[src/rtl/spi_master_pkg.sv]
// Shared definitions for the SPI initiator, its clock divider and the bench.
//   spiState_e  : FSM state encoding (IDLE=0 .. FINISH=5)
//   SPI_WIDTH   : default bits per frame
//   SPI_CLK_DIV : default clk cycles per sclk half-period
//   ctrWidth()  : counter width for a count of n, never below 1 bit
package spi_master_pkg;

    typedef enum logic [2:0] {
        IDLE    = 3'd0,
        HELD    = 3'd1,
        SETUP   = 3'd2,
        SCLK_HI = 3'd3,
        SCLK_LO = 3'd4,
        FINISH  = 3'd5
    } spiState_e;

    localparam int unsigned SPI_WIDTH   = 8;
    localparam int unsigned SPI_CLK_DIV = 4;

    // $clog2(1) is 0; a zero-width counter is not legal, so clamp to 1 bit.
    function automatic int unsigned ctrWidth(input int unsigned n);
        return (n < 2) ? 1 : $clog2(n);
    endfunction

endpackage

[src/rtl/spi_clk_divider.sv]
// Phase timer for the SPI initiator.
//   clk      : system clock
//   reset    : synchronous active-high reset
//   restart  : hold the count at zero (used while no timed phase is active)
//   phaseEnd : high on the last of every CLK_DIV cycles of a phase
module spi_clk_divider
    import spi_master_pkg::*;
#(
    parameter int unsigned CLK_DIV = SPI_CLK_DIV
) (
    input  logic clk,
    input  logic reset,
    input  logic restart,
    output logic phaseEnd
);

    localparam int unsigned    DW   = ctrWidth(CLK_DIV);
    localparam logic [DW-1:0]  LAST = DW'(CLK_DIV - 1);

    logic [DW-1:0] count;

    assign phaseEnd = (count == LAST);

    // Wrapping on phaseEnd lets back-to-back phases start at zero without
    // the FSM having to pulse restart on every transition.
    always_ff @(posedge clk) begin
        if (reset || restart || phaseEnd) begin
            count <= '0;
        end else begin
            count <= count + 1'b1;
        end
    end

endmodule

[src/rtl/spi_master.sv]
// SPI mode-0 initiator, MSB first.
//   clk, reset : system clock, synchronous active-high reset
//   start      : request a frame (accepted in IDLE or HELD only)
//   txData     : frame to send, captured with start
//   holdCs     : captured with start; keep cs_n low after the frame
//   rxData     : word shifted in from miso, valid from the done cycle
//   busy       : frame in progress
//   done       : one-cycle end-of-frame pulse
//   cs_n, sclk, mosi : serial outputs; miso : serial input (synchronous)
module spi_master
    import spi_master_pkg::*;
#(
    parameter int unsigned width   = SPI_WIDTH,
    parameter int unsigned CLK_DIV = SPI_CLK_DIV
) (
    input  logic             clk,
    input  logic             reset,
    input  logic             start,
    input  logic [width-1:0] txData,
    input  logic             holdCs,
    output logic [width-1:0] rxData,
    output logic             busy,
    output logic             done,
    output logic             cs_n,
    output logic             sclk,
    output logic             mosi,
    input  logic             miso
);

    localparam int unsigned   CW       = $clog2(width + 1);
    localparam logic [CW-1:0] BITS_END = CW'(width);

    spiState_e        state, stateNext;
    logic [width-1:0] txSh, txNext;
    logic [width-1:0] rxSh, rxNext;
    logic [CW-1:0]    bitCnt, cntNext;
    logic             holdQ, holdNext;
    logic             csNext, sclkNext, mosiNext, busyNext, doneNext;
    logic [width-1:0] rxDataNext;
    logic             restart, phaseEnd;

    assign restart = (state == IDLE) || (state == HELD) || (state == FINISH);

    spi_clk_divider #(.CLK_DIV(CLK_DIV)) u_div (
        .clk      (clk),
        .reset    (reset),
        .restart  (restart),
        .phaseEnd (phaseEnd)
    );

    always_ff @(posedge clk) begin
        if (reset) begin
            state  <= IDLE;
            txSh   <= '0;
            rxSh   <= '0;
            bitCnt <= '0;
            holdQ  <= 1'b0;
            cs_n   <= 1'b1;
            sclk   <= 1'b0;
            mosi   <= 1'b0;
            busy   <= 1'b0;
            done   <= 1'b0;
            rxData <= '0;
        end else begin
            state  <= stateNext;
            txSh   <= txNext;
            rxSh   <= rxNext;
            bitCnt <= cntNext;
            holdQ  <= holdNext;
            cs_n   <= csNext;
            sclk   <= sclkNext;
            mosi   <= mosiNext;
            busy   <= busyNext;
            done   <= doneNext;
            rxData <= rxDataNext;
        end
    end

    always_comb begin
        stateNext  = state;
        txNext     = txSh;
        rxNext     = rxSh;
        cntNext    = bitCnt;
        holdNext   = holdQ;
        csNext     = cs_n;
        sclkNext   = sclk;
        mosiNext   = mosi;
        busyNext   = busy;
        doneNext   = 1'b0;
        rxDataNext = rxData;

        unique case (state)
            IDLE, HELD: begin
                if (start) begin
                    txNext    = txData;
                    holdNext  = holdCs;
                    cntNext   = '0;
                    csNext    = 1'b0;
                    mosiNext  = txData[width-1];
                    busyNext  = 1'b1;
                    stateNext = SETUP;
                end
            end
            SETUP: begin
                if (phaseEnd) begin
                    sclkNext  = 1'b1;
                    stateNext = SCLK_HI;
                end
            end
            SCLK_HI: begin
                if (phaseEnd) begin
                    rxNext    = {rxSh[width-2:0], miso};
                    sclkNext  = 1'b0;
                    txNext    = txSh << 1;
                    // New MSB after the shift; zeros fill in, so mosi ends at 0.
                    mosiNext  = txSh[width-2];
                    cntNext   = bitCnt + 1'b1;
                    stateNext = SCLK_LO;
                end
            end
            SCLK_LO: begin
                if (phaseEnd) begin
                    if (bitCnt < BITS_END) begin
                        sclkNext  = 1'b1;
                        stateNext = SCLK_HI;
                    end else begin
                        // Frame-end outputs are registered on entry to FINISH so
                        // that done, rxData, busy=0 and the cs_n release are all
                        // visible during the FINISH cycle itself.
                        rxDataNext = rxSh;
                        doneNext   = 1'b1;
                        busyNext   = 1'b0;
                        cntNext    = '0;
                        csNext     = ~holdQ;
                        stateNext  = FINISH;
                    end
                end
            end
            FINISH: begin
                stateNext = holdQ ? HELD : IDLE;
            end
            default: begin
                stateNext = IDLE;
            end
        endcase
    end

endmodule
[config.mk]
export PLATFORM = sky130hd
export DESIGN_NAME = spi_master
export DESIGN_NICKNAME = d
export VERILOG_FILES = /design/src/rtl/spi_master_pkg.sv /design/src/rtl/spi_clk_divider.sv /design/src/rtl/spi_master.sv
export SDC_FILE = /design/constraint.sdc
export NUM_CORES = 1
export LEC_CHECK = 0
export CORE_MARGIN = 10
export CORE_UTILIZATION = 29
export DETAILED_ROUTE_END_ITERATION = 12
export DONT_BUFFER_PORTS = 1
export PLACE_DENSITY_LB_ADDON = 0.2
export SYNTH_ARGS = -nofsm -noshare
export SYNTH_HDL_FRONTEND = slang
export SYNTH_SLANG_ARGS = --single-unit
export TNS_END_PERCENT = 1
[constraint.sdc]
create_clock -name clk -period 2.4 [get_ports clk]
set_clock_uncertainty 0.2 [all_clocks]
set_input_delay 0.24 -clock clk [delete_from_list [all_inputs] [get_ports clk]]
set_output_delay 0.24 -clock clk [all_outputs]
set_load 0.05 [all_outputs]
* After elaboration in Yosys (flattened, before gate mapping) *
Cells that the tools add are included.

cells by class
  $add $sub $neg = 2
  order comparisons = 1
  equality and inequality tests = 12
  multiplexer cells = 32
  bitwise operators = 4
  reductions and logical operators = 19

operators with widths
  kind                                                  count
  two-way mux 4 bit                                     4
  two-way mux 3 bit                                     5
  one-hot mux 3 bit (5 select lines)                    1
  two-way mux 1 bit                                     14
  two-way mux 7 bit                                     2
  one-hot mux 7 bit (2 select lines)                    1
  one-hot mux 4 bit (3 select lines)                    1
  AND reduction 5 bit                                   2
  AND reduction 4 bit                                   2
  equality test 3 x 2 -> 1 bit (second input constant)  2
  equality test 3 bit (second input constant)           2
  != test 2 x 1 -> 1 bit (second input constant)        3
  != test 2 bit (second input constant)                 3
  one-hot mux 1 bit (2 select lines)                    3
  AND reduction 3 bit                                   2
  nonzero test 3 bit                                    2
  adder 4 x 1 -> 4 bit (second input constant)          1
  logical OR 1 bit                                      4
  < comparator 4 bit (second input constant)            1
  inverter 1 bit                                        4
  AND reduction 2 bit                                   2
  nonzero test 2 bit                                    2
  equality test 3 x 1 -> 1 bit (second input constant)  1
  zero test 3 bit                                       1
  5 further kinds                                       5

storage, ports and cells
  flip-flop bits (word level) = 38
  input port bits = 13
  output and inout bits = 13
  logic and storage cells = 82

* Logic depth before layout (Yosys ltp) *
Gate-level depths: netlist of the first run.

  depth in word-level cells = 5
  gate-level depth with buffers = 7
  gate-level depth less buffers = 5

* Modules after synthesis *
From an unflattened synthesis of the first run, not the netlist that was laid out.

unflattened totals
  cell total of the unflattened synthesis = 186
  area total of the unflattened synthesis = 1632.8 um^2

modules (own cells, without submodules)
  module           instances  cells each  area an instance (um^2)  sequential area each (um^2)
  spi_master       1          181         1552.7                   720.7
  spi_clk_divider  1          5           80.1                     40.0

* Worst setup path after synthesis of the first run *
Ideal clock, no wire load.

  path type = register to register
  start point = register u_div.count[0]
  end point = register mosi
  setup time = 0.135 ns
  arrival = 1.313 ns
  required time = 2.065 ns
  slack = 0.752 ns
  stages on the path, launching flop included = 8
  buffers on the path = 2
  clock period less this slack = 1.648 ns
  cell sequence = dfxtp_1 ha_1 and4b_1 or2_1 buf_4 buf_6 nor2_2 a311oi_2

between the ends
  longest elaborated chain between the ends = 3

RTL lines
  item                              RTL line               RTL
  from (decl)                       spi_clk_divider.sv:20  logic [DW-1:0] count;
  from (signal assigned)            spi_clk_divider.sv:30  count <= count + 1'b1;
  equality test 2 bit               spi_clk_divider.sv:22  assign phaseEnd = (count == LAST);
  != test 2 x 1 -> 1 bit (no line)  n/a
  AND reduction 3 bit (no line)     n/a
  to (signal assigned)              spi_master.sv:72       mosi <= mosiNext;
  to (decl)                         spi_master.sv:26       output logic mosi,

No other way between the ends.
A chain may end at the register's enable or synchronous reset.

* Final worst setup path of the first run *
  start point = register u_div.count[0]
  end point = register txSh[1]

between the ends
  longest elaborated chain between the ends = 3

RTL lines
  item                              RTL line               RTL
  equality test 2 bit               spi_clk_divider.sv:22
  != test 2 x 1 -> 1 bit (no line)  n/a
  AND reduction 3 bit (no line)     n/a
  to (signal assigned)              spi_master.sv:66       txSh <= txNext;
  to (decl)                         spi_master.sv:34       logic [width-1:0] txSh, txNext;

No other way between the ends.

==> results by group, run 1 <==
Placed design
  – GPL Wtd Cong: 0.695
  – Placement Cell Area: 1690 sq um
  – Port Buffers: 0
  – Post-DP HPWL: 2.52 mm

Global routing
  – Vias in the first global route: roughly 1300
  – Largest net degree at the start of global routing: 38
  – Initial antenna violation count: 0
  – Grt total ovfl: 0
  – Global-route wire length before repair: roughly 6.4 mm
  – Total Routing Usage GR: 0.0886

Power
  – Total Power: approximately 1.3 mW
  – Leakage: approximately 0.7 nW
  – PD cells: about 700 nW/um^2
  – Max VDD drop: ~0.00033 V

Die
  – Die span in x: approximately 95 um
  – Top Ports: 26
  – Core ar.: 5470 sq um
  – Die footprint: about 9000 sq um
  – Initial core utilization: 0.296
  – Die Span Y: approximately 95 um
  – Row cnt: 27

STA
  – Min Tclk post-route: 2060 ps
  – Hold Fails Final Rpt: 0
  – Setup TNS: 0 ps
  – Fmax: between 0.4 and 0.5 GHz
  – Worst slew margin: 0.626
  – Hold slack: between 40 and 50 ps
  – RSZ-0062 raised after global routing: false
  – Fin crit share: 0.858
  – Final setup fails: 0
  – Pins Over Slew Limit: 0
  – Worst Tran Pin Value: 561 ps

Synth
  – Top-count cell post-synth: nand2_1
  – EDFF count, synth: 0
  – Yosys warns: 0
  – Post-synthesis area per instance: ~8.4 sq um
  – Ys async rst share: 0
  – #FFs+latches synth: 38
  – Area leader, netlist: dfxtp_1
  – Mapped Cells: between 150 and 200
  – Area contributors post-synth: dfxtp_1, nand2_1, a21oi_1, a311oi_2, nor2_1
  – Main synth FF type: dfxtp_1
  – Post-synth top cells: nand2_1, dfxtp_1, a21oi_1, nor2_1, clkbuf_1
  – Sequential fraction of the synthesis area: 0.470
  – Synth Cell Area: between 1500 and 2000 sq um
  – Synthesized Nets: roughly 210
  – Count of cell types in the netlist: 36
  – Post-synth top area share: 0.470

Drt
  – DRT antenna net count: 0
  – Drt first pass iters: 4
  – Starting DRT DRC Count: 45
  – DR vias/cell: 4.69
  – DR WL/cell: approximately 14 um
  – Vias: between 1000 and 1500
  – DRC Markers: 0
  – Routed WL: 3.73 mm

Worst setup path
  – Crit path capture type: flop
  – Worst Path Required: ~2400 ps
  – Worst-path fanout max: 15
  – Crit-path cells: ha_1 -> and4b_1 -> or2_1 -> buf_4 -> nor2_1 -> a311oi_2
  – Critical path's slowest cell: and4b_1
  – Setup CP Type: reg2reg
  – CP Launch Type: flop
  – Critical path's largest stage delay: ~390 ps
  – CP arrival: a little over 2000 ps

Status
  – Status: finished clean

Clock network
  – Clock buffer count from CTS: 5
  – Clk buf depth: 2
  – H-Tree Depth: 2
  – Clock slew at reported path FFs: 70 ps
  – Root Buffer: clkbuf_8
  – CTS tree: done
  – CTS sink count: 38
  – Clk Latency, worst-skew pair: approximately 280 ps
  – Number of gates resized after CTS: 0

Final layout
  – Inserted Diodes: 0
  – Share of cells above drive strength 1: 0.128
  – Area Overhead vs Synth: 18.8%
  – Fin nets: roughly 220
  – Fillcell total: between 600 and 700
  – Design Area, Final: between 1500 and 2000 sq um

Run
  – Maxcap violations: 0

Worst hold path
  – Hold Path Class: in2reg
==> metrics by stage <==
step           setup WS (ps)  utilization  cells
2_1_floorplan            752            -    192
3_3_place_gp             443        0.309    257
3_5_place_dp             382        0.309    257
4_1_cts                  361        0.351    275
5_1_grt                  203        0.351    275
6_report                 340        0.351    275
==> where the power goes <==
part / total [mW] / internal (mW) / switching [mW]
Clock: 0.549 / 0.332 / 0.216
Combinational: 0.0841 / 0.0408 / 0.0432
Sequential: 0.675 / 0.647 / 0.0282
Total: 1.31 / 1.02 / 0.288
==> layout by cell type, fill, tap and decap left out, types with 2 or more instances in the layout <==
cell	netlist	routed
a211o_1	2	2
a21oi_1	24	24
a311oi_2	7	7
a31oi_1	3	3
and4b_1	2	2
buf_4	2	7
clkbuf_8	0	6
dfxtp_1	38	38
dlygate4sd3_1	0	10
ha_1	2	2
inv_1	3	3
nand2_1	48	48
nand3_1	6	6
nand3b_1	2	2
nor2_1	15	15
nor2_2	3	3
nor2b_1	3	3
nor3_1	2	2
or2_1	2	2
==> cell families after synthesis <==
group                      after synthesis  share of synthesized area
AOI/OAI and AO/OA                       44                      0.196
xor gates and xnor gates                 1                    0.00541
adders and majority gates                2                     0.0155
buffers and inverters                   17                     0.0510
DFF                                     38                      0.470
muxes                                    1                    0.00619
and+or+nand+nor                         89                      0.255
==> timing repair <==
| action | in CTS | in global routing |
|---|---|---|
| hold endpoints to repair | 38 | 0 |
| hold buffers | 11 | 0 |
| buffers inserted | 0 | 0 |
==> area by class of cell <==
class	instances	area (sq um)	area share
clock buffers	6	82.6	0.0430
clock inverters	1	30.0	0.0156
inverters	3	11.3	0.00586
multi-input cells	137	774	0.403
flip-flops and latches	38	761	0.396
well taps	72	90.1	0.0469
repair buffers	18	173	0.0898
==> path summary, 6_finish.rpt <==
| path | startpoint | to | slack (ps) | cells after the start |
|---|---|---|---|---|
| min | reset | txSh[3] | 40 | 2 |
| max | u_div.count[0] | txSh[1] | 340 | 6 |
| max reg2reg | u_div.count[0] | txSh[1] | 340 | 6 |
| min reg2reg | u_div.count[0] | u_div.count[0] | 250 | 1 |
==> state kept, by name (all words and copies together), names as in the netlist <==
register     flops
busy             1
rxSh             8
txSh             7
mosi             1
cs_n             1
holdQ            1
rxData           8
bitCnt           4
done             1
u_div.count      2
sclk             1
state            3
==> routing by layer <==
metal / vias up / wire length (um) / track usage
met5: - / 0 / 0
met4: 0 / 23 / 0.0337
met3: 2 / 252 / 0.0373
met2: 23 / 1650 / 0.134
met1: 590 / 1800 / 0.109
li1: 674 / - / -
==> worst max-delay path: cells and delay by family (launching register included) <==
kind,cells,cell delay [ps]
flip-flops,1,340
AO/OA/AOI/OAI,1,250
buffers and inverters,1,230
adder cells (fa/ha/maj),1,320
AND/OR/NAND/NOR,3,620
(Power assumes the default switching activity.)
==> inputs of run 2 (changes only) <==
clock period = 2.23 ns   (was 2.4 ns; I/O delays follow)
==> results by group, run 2 (same netlist as run 1, synthesis figures left out) <==
Status
  – Status: finished clean

Worst setup path
  – Setup CP Type: reg2reg
  – CP Launch Type: flop
  – CP arrival: roughly 1900 ps
  – WP buf/inv: 1
  – Crit-path cells: and4b_1 -> or2_1 -> buf_4 -> nor2_1 -> a311oi_2
  – Critical path's largest stage delay: 590 ps
  – Worst-path fanout max: 15
  – Crit path capture type: flop
  – Worst r2r src: state[1]
  – RR Endpoint: txSh[1]
  – R2R cell count: 5
  – Critical path's slowest cell: dfxtp_1
  – R2R Setup Slk: around 380 ps
  – Worst Path Required: about 2200 ps
  – Worst path top cell family by delay: flip-flops

Die
  – Die span in x: approximately 95 um
  – Initial core utilization: 0.296
  – Core ar.: about 5500 sq um
  – Top Ports: 26
  – Die Span Y: approximately 95 um
  – Die footprint: 8970 sq um
  – Row cnt: 27

Drt
  – Drt first pass iters: 4
  – DR vias/cell: about 4.8
  – DR WL/cell: between 10 and 15 um
  – Routed WL: 3.63 mm
  – Starting DRT DRC Count: 70
  – Vias: 1327
  – DRC Markers: 0
  – DRT antenna net count: 0

Final layout
  – Commonest non-fill, non-tap cell in the layout: nand2_1
  – Layout Utilization: 0.354
  – Design Area, Final: between 1500 and 2000 sq um
  – Fin cells: between 200 and 300
  – Area of the multi-input gates: around 770 sq um
  – Largest regs: rxData x8, rxSh x8, txSh x7
  – Fin nets: 220
  – Commonest cells after routing, fill and taps aside: nand2_1, dfxtp_1, a21oi_1
  – Fillcell total: just under 600
  – Area Overhead vs Synth: 19.7%
  – Register area: ~760 sq um
  – Inserted Diodes: 0
  – Share of cells above drive strength 1: 0.137

Clock network
  – Post-CTS Setup Inserts: 0
  – Number of gates resized after CTS: 0
  – Clock buffer count from CTS: 5
  – Clk buf depth: 2
  – Hold buffers post-CTS: 11
  – Clock slew at reported path FFs: around 70 ps
  – Root Buffer: clkbuf_8
  – Clk Latency, worst-skew pair: 300 ps
  – CTS sink count: 38
  – H-Tree Depth: 2
  – CTS tree: done

Global routing
  – Initial antenna violation count: 0
  – M3 GR Usage: 0.0341
  – Grt total ovfl: 0
  – Met2 usage: 0.133
  – Largest net degree at the start of global routing: 38
  – Vias in the first global route: approximately 1300
  – Total Routing Usage GR: 0.0922
  – Global-route wire length before repair: around 6.5 mm
  – Gr busiest metal: met2
  – Met1 Track Usage GR: 0.116

Worst hold path
  – Hold Path Depth: 2
  – Min-delay src: reset
  – Hold Path Class: in2reg
  – Worst Hold Endpoint: txSh[5]

STA
  – Worst slew margin: 0.624
  – Hold slack: between 9 and 10 ps
  – Min Tclk post-route: roughly 1800 ps
  – Fin crit share: 0.829
  – Fmax: around 0.54 GHz
  – Setup TNS: 0 ps
  – Worst Tran Pin Value: roughly 560 ps
  – Hold Fails Final Rpt: 0
  – Final setup fails: 0
  – Pins Over Slew Limit: 0
  – RSZ-0062 raised after global routing: false

Power
  – Leakage: approximately 0.69 nW
  – Max VDD drop: roughly 0.00037 V
  – PD cells: between 700 and 800 nW/um^2

Placed design
  – Placement Cell Area: approximately 1700 sq um
  – GPL Wtd Cong: approximately 0.73
  – Post-DP HPWL: 2.44 mm
  – Port Buffers: 0
  – Placed Instances: ~260

Run
  – Maxcap violations: 0
[run 2: cell count changes in the layout (fill, tap and decap cells not counted)]
cell | before | now
buf_4 | 7 | 9
[run 2: how the worst max path moves through the flow]
stage	start	endpoint	slack (ps)	cells past startpoint
2_1_floorplan	u_div.count[0]	mosi	580	7
3_3_place_gp	u_div.count[0]	rxData[3]	390	7
3_5_place_dp	state[1]	txSh[1]	380	5
4_1_cts	state[1]	txSh[1]	380	5
5_1_grt	state[1]	txSh[2]	190	5
6_report	state[1]	txSh[1]	380	5
[run 2: layout make-up]
cell class | count | share of cell area
Timing Repair Buffer | 20 | 0.0969
Multi-Input combinational cell | 137 | 0.400
Sequential cell | 38 | 0.393
Tap cell | 72 | 0.0465
Clock buffer | 6 | 0.0426
Clock inverter | 1 | 0.0155
Inverter | 3 | 0.00581
[run 2: where the power goes]
group,internal [mW],switching (mW)
clock network,0.358,0.238
logic,0.0453,0.0446
registers,0.696,0.0295
total,1.10,0.312
[run 2: per-layer routing]
layer / vias to the layer above / part of all wire
met3: 8 / 0.073
met1: 605 / 0.49
met5: - / 0
li1: 682 / -
met2: 32 / 0.42
met4: 0 / 0.024
[run 2: worst reg2reg max path, cell delays in order, from the launching register on]
cell and delay [ps]:
dfxtp_1 590, and4b_1 330, or2_1 120, buf_4 220, nor2_1 80, a311oi_2 230
[run 2: stage by stage]
stage | worst slack, ps | power, mW
final | 382 | 1.41
after global routing | 194 | 1.48
after CTS | 377 | 1.44
after detailed placement | 378 | 0.804
after global placement | 393 | 0.804
after floorplan | 582 | 0.804
==> inputs of run 3 (changes only) <==
clock period = 1.64 ns   (was 2.23 ns; I/O delays follow)
==> results by group, run 3 (same netlist as run 1, synthesis figures left out) <==
Worst setup path
  – Worst Path Required: roughly 1600 ps
  – CP Launch Type: flop
  – Setup CP Type: reg2reg
  – Worst-path fanout max: 3
  – Crit path capture type: flop
  – CP arrival: ~1600 ps

Die
  – Die Span Y: around 95 um
  – Core ar.: ~5500 sq um
  – Initial core utilization: 0.296
  – Top Ports: 26
  – Row cnt: 27
  – Die footprint: roughly 9000 sq um
  – Die span in x: 94.7 um

Global routing
  – Largest net degree at the start of global routing: 38
  – M3 GR Usage: 0.0412
  – Vias in the first global route: around 1400
  – Global-route wire length before repair: ~6.6 mm
  – Initial antenna violation count: 0
  – Met1 Track Usage GR: 0.117
  – Met2 usage: 0.132
  – Gr busiest metal: met2
  – Grt total ovfl: 0
  – Total Routing Usage GR: 0.0915

Drt
  – DRC Markers: 0
  – Starting DRT DRC Count: between 40 and 50
  – Routed WL: 3.80 mm
  – DR vias/cell: 4.63
  – DRT antenna net count: 0
  – Drt first pass iters: 4
  – Vias: 1421
  – DR WL/cell: 12.4 um

Clock network
  – Clock slew at reported path FFs: about 80 ps
  – H-Tree Depth: 2
  – Root Buffer: clkbuf_8
  – Clk Latency, worst-skew pair: between 200 and 300 ps
  – CTS sink count: 38
  – Clock buffer count from CTS: 5
  – CTS tree: done
  – Clk buf depth: 2

STA
  – Fmax: 0.620 GHz
  – Fin crit share: 0.983
  – Hold Fails Final Rpt: 0
  – Pins Over Slew Limit: 0
  – Hold slack: 86.6 ps
  – RSZ-0062 raised after global routing: true
  – Final setup fails: 0
  – Worst slew margin: 0.659
  – Min Tclk post-route: approximately 1600 ps
  – Worst Tran Pin Value: about 500 ps

Power
  – Max VDD drop: between 0.0004 and 0.0005 V
  – PD cells: 932 nW/um^2
  – Leakage: just under 0.9 nW
  – Total Power: 2.12 mW

Final layout
  – Largest regs: rxData x8, rxSh x8, txSh x7
  – Inserted Diodes: 0
  – Fin nets: ~250
  – Commonest cells after routing, fill and taps aside: nand2_1, dfxtp_1, buf_4
  – Area Overhead vs Synth: 40.6%
  – Share of cells above drive strength 1: 0.294
  – Commonest non-fill, non-tap cell in the layout: nand2_1
  – Layout Utilization: 0.416

Worst hold path
  – Hold Path Class: in2reg

Placed design
  – Port Buffers: 0
  – GPL Wtd Cong: about 0.71
  – Post-DP HPWL: roughly 2.7 mm

Run
  – Maxcap violations: 0

Status
  – Status: finished clean
-- run 3: cell types whose count changed in the layout (fill, tap and decap cells not counted), sizes merged --
cell and delta:
dlygate4sd3 +1, bufinv +1, clkinv +1, buf +27
-- run 3: routing by layer --
metal	vias up	wire, um	part of all wire
li1	743	-	-
met2	28	1670	0.44
met5	-	0	0
met3	7	290	0.076
met1	643	1800	0.47
met4	0	45	0.012
-- run 3: power breakdown --
group	internal (mW)	switching [mW]
clock network	0.609	0.351
registers	0.947	0.0245
logic	0.0990	0.0899
total	1.66	0.465
-- run 3: final timing paths --
kind                                     start   endpoint  slack [ps]  cells past startpoint
worst min-delay path                     start       cs_n          90                      3
worst min register to register         rxSh[7]  rxData[7]         250                      2
worst max-delay path            u_div.count[0]  bitCnt[1]          30                      6
worst max register to register  u_div.count[0]  bitCnt[1]          30                      6
-- run 3: cell type report --
class                   count  area, sq um
multi-input cells         137          825
clock inverters             3         68.8
inverters                   3         11.3
fillers                   570         3200
well taps                  72         90.1
repair buffers             49          445
flip-flops and latches     38          766
clock buffers               5         68.8
-- run 3: worst max-delay path, stage by stage, from the launching register on --
cell and delay (ps):
dfxtp_2 340, ha_4 160, and4b_1 190, or2_4 270, buf_4 130, o211ai_1 140, a21oi_1 80
-- run 3: through the flow --
step / area (sq um) / setup TNS (ps) / setup slack, ps / cells
finish: 2270 / 0 / 27.8 / 307
CTS: 2180 / 0 / 1.66 / 304
detailed placement: 1900 / -117 / -30.3 / 284
floorplan: 1630 / 0 / 3.60 / 192
global placement: 1900 / 0 / 0.713 / 284
global route: 2270 / -129 / -33.7 / 307
-- run 3: what timing repair did --
action,4_1_cts,5_1_grt
setup endpoints to repair,14,28
endpoints found under the hold margin,38,0
hold buffers,12,0
resized for setup,4,13
buffers inserted,0,2
gates cloned,0,1
pin swaps,1,3
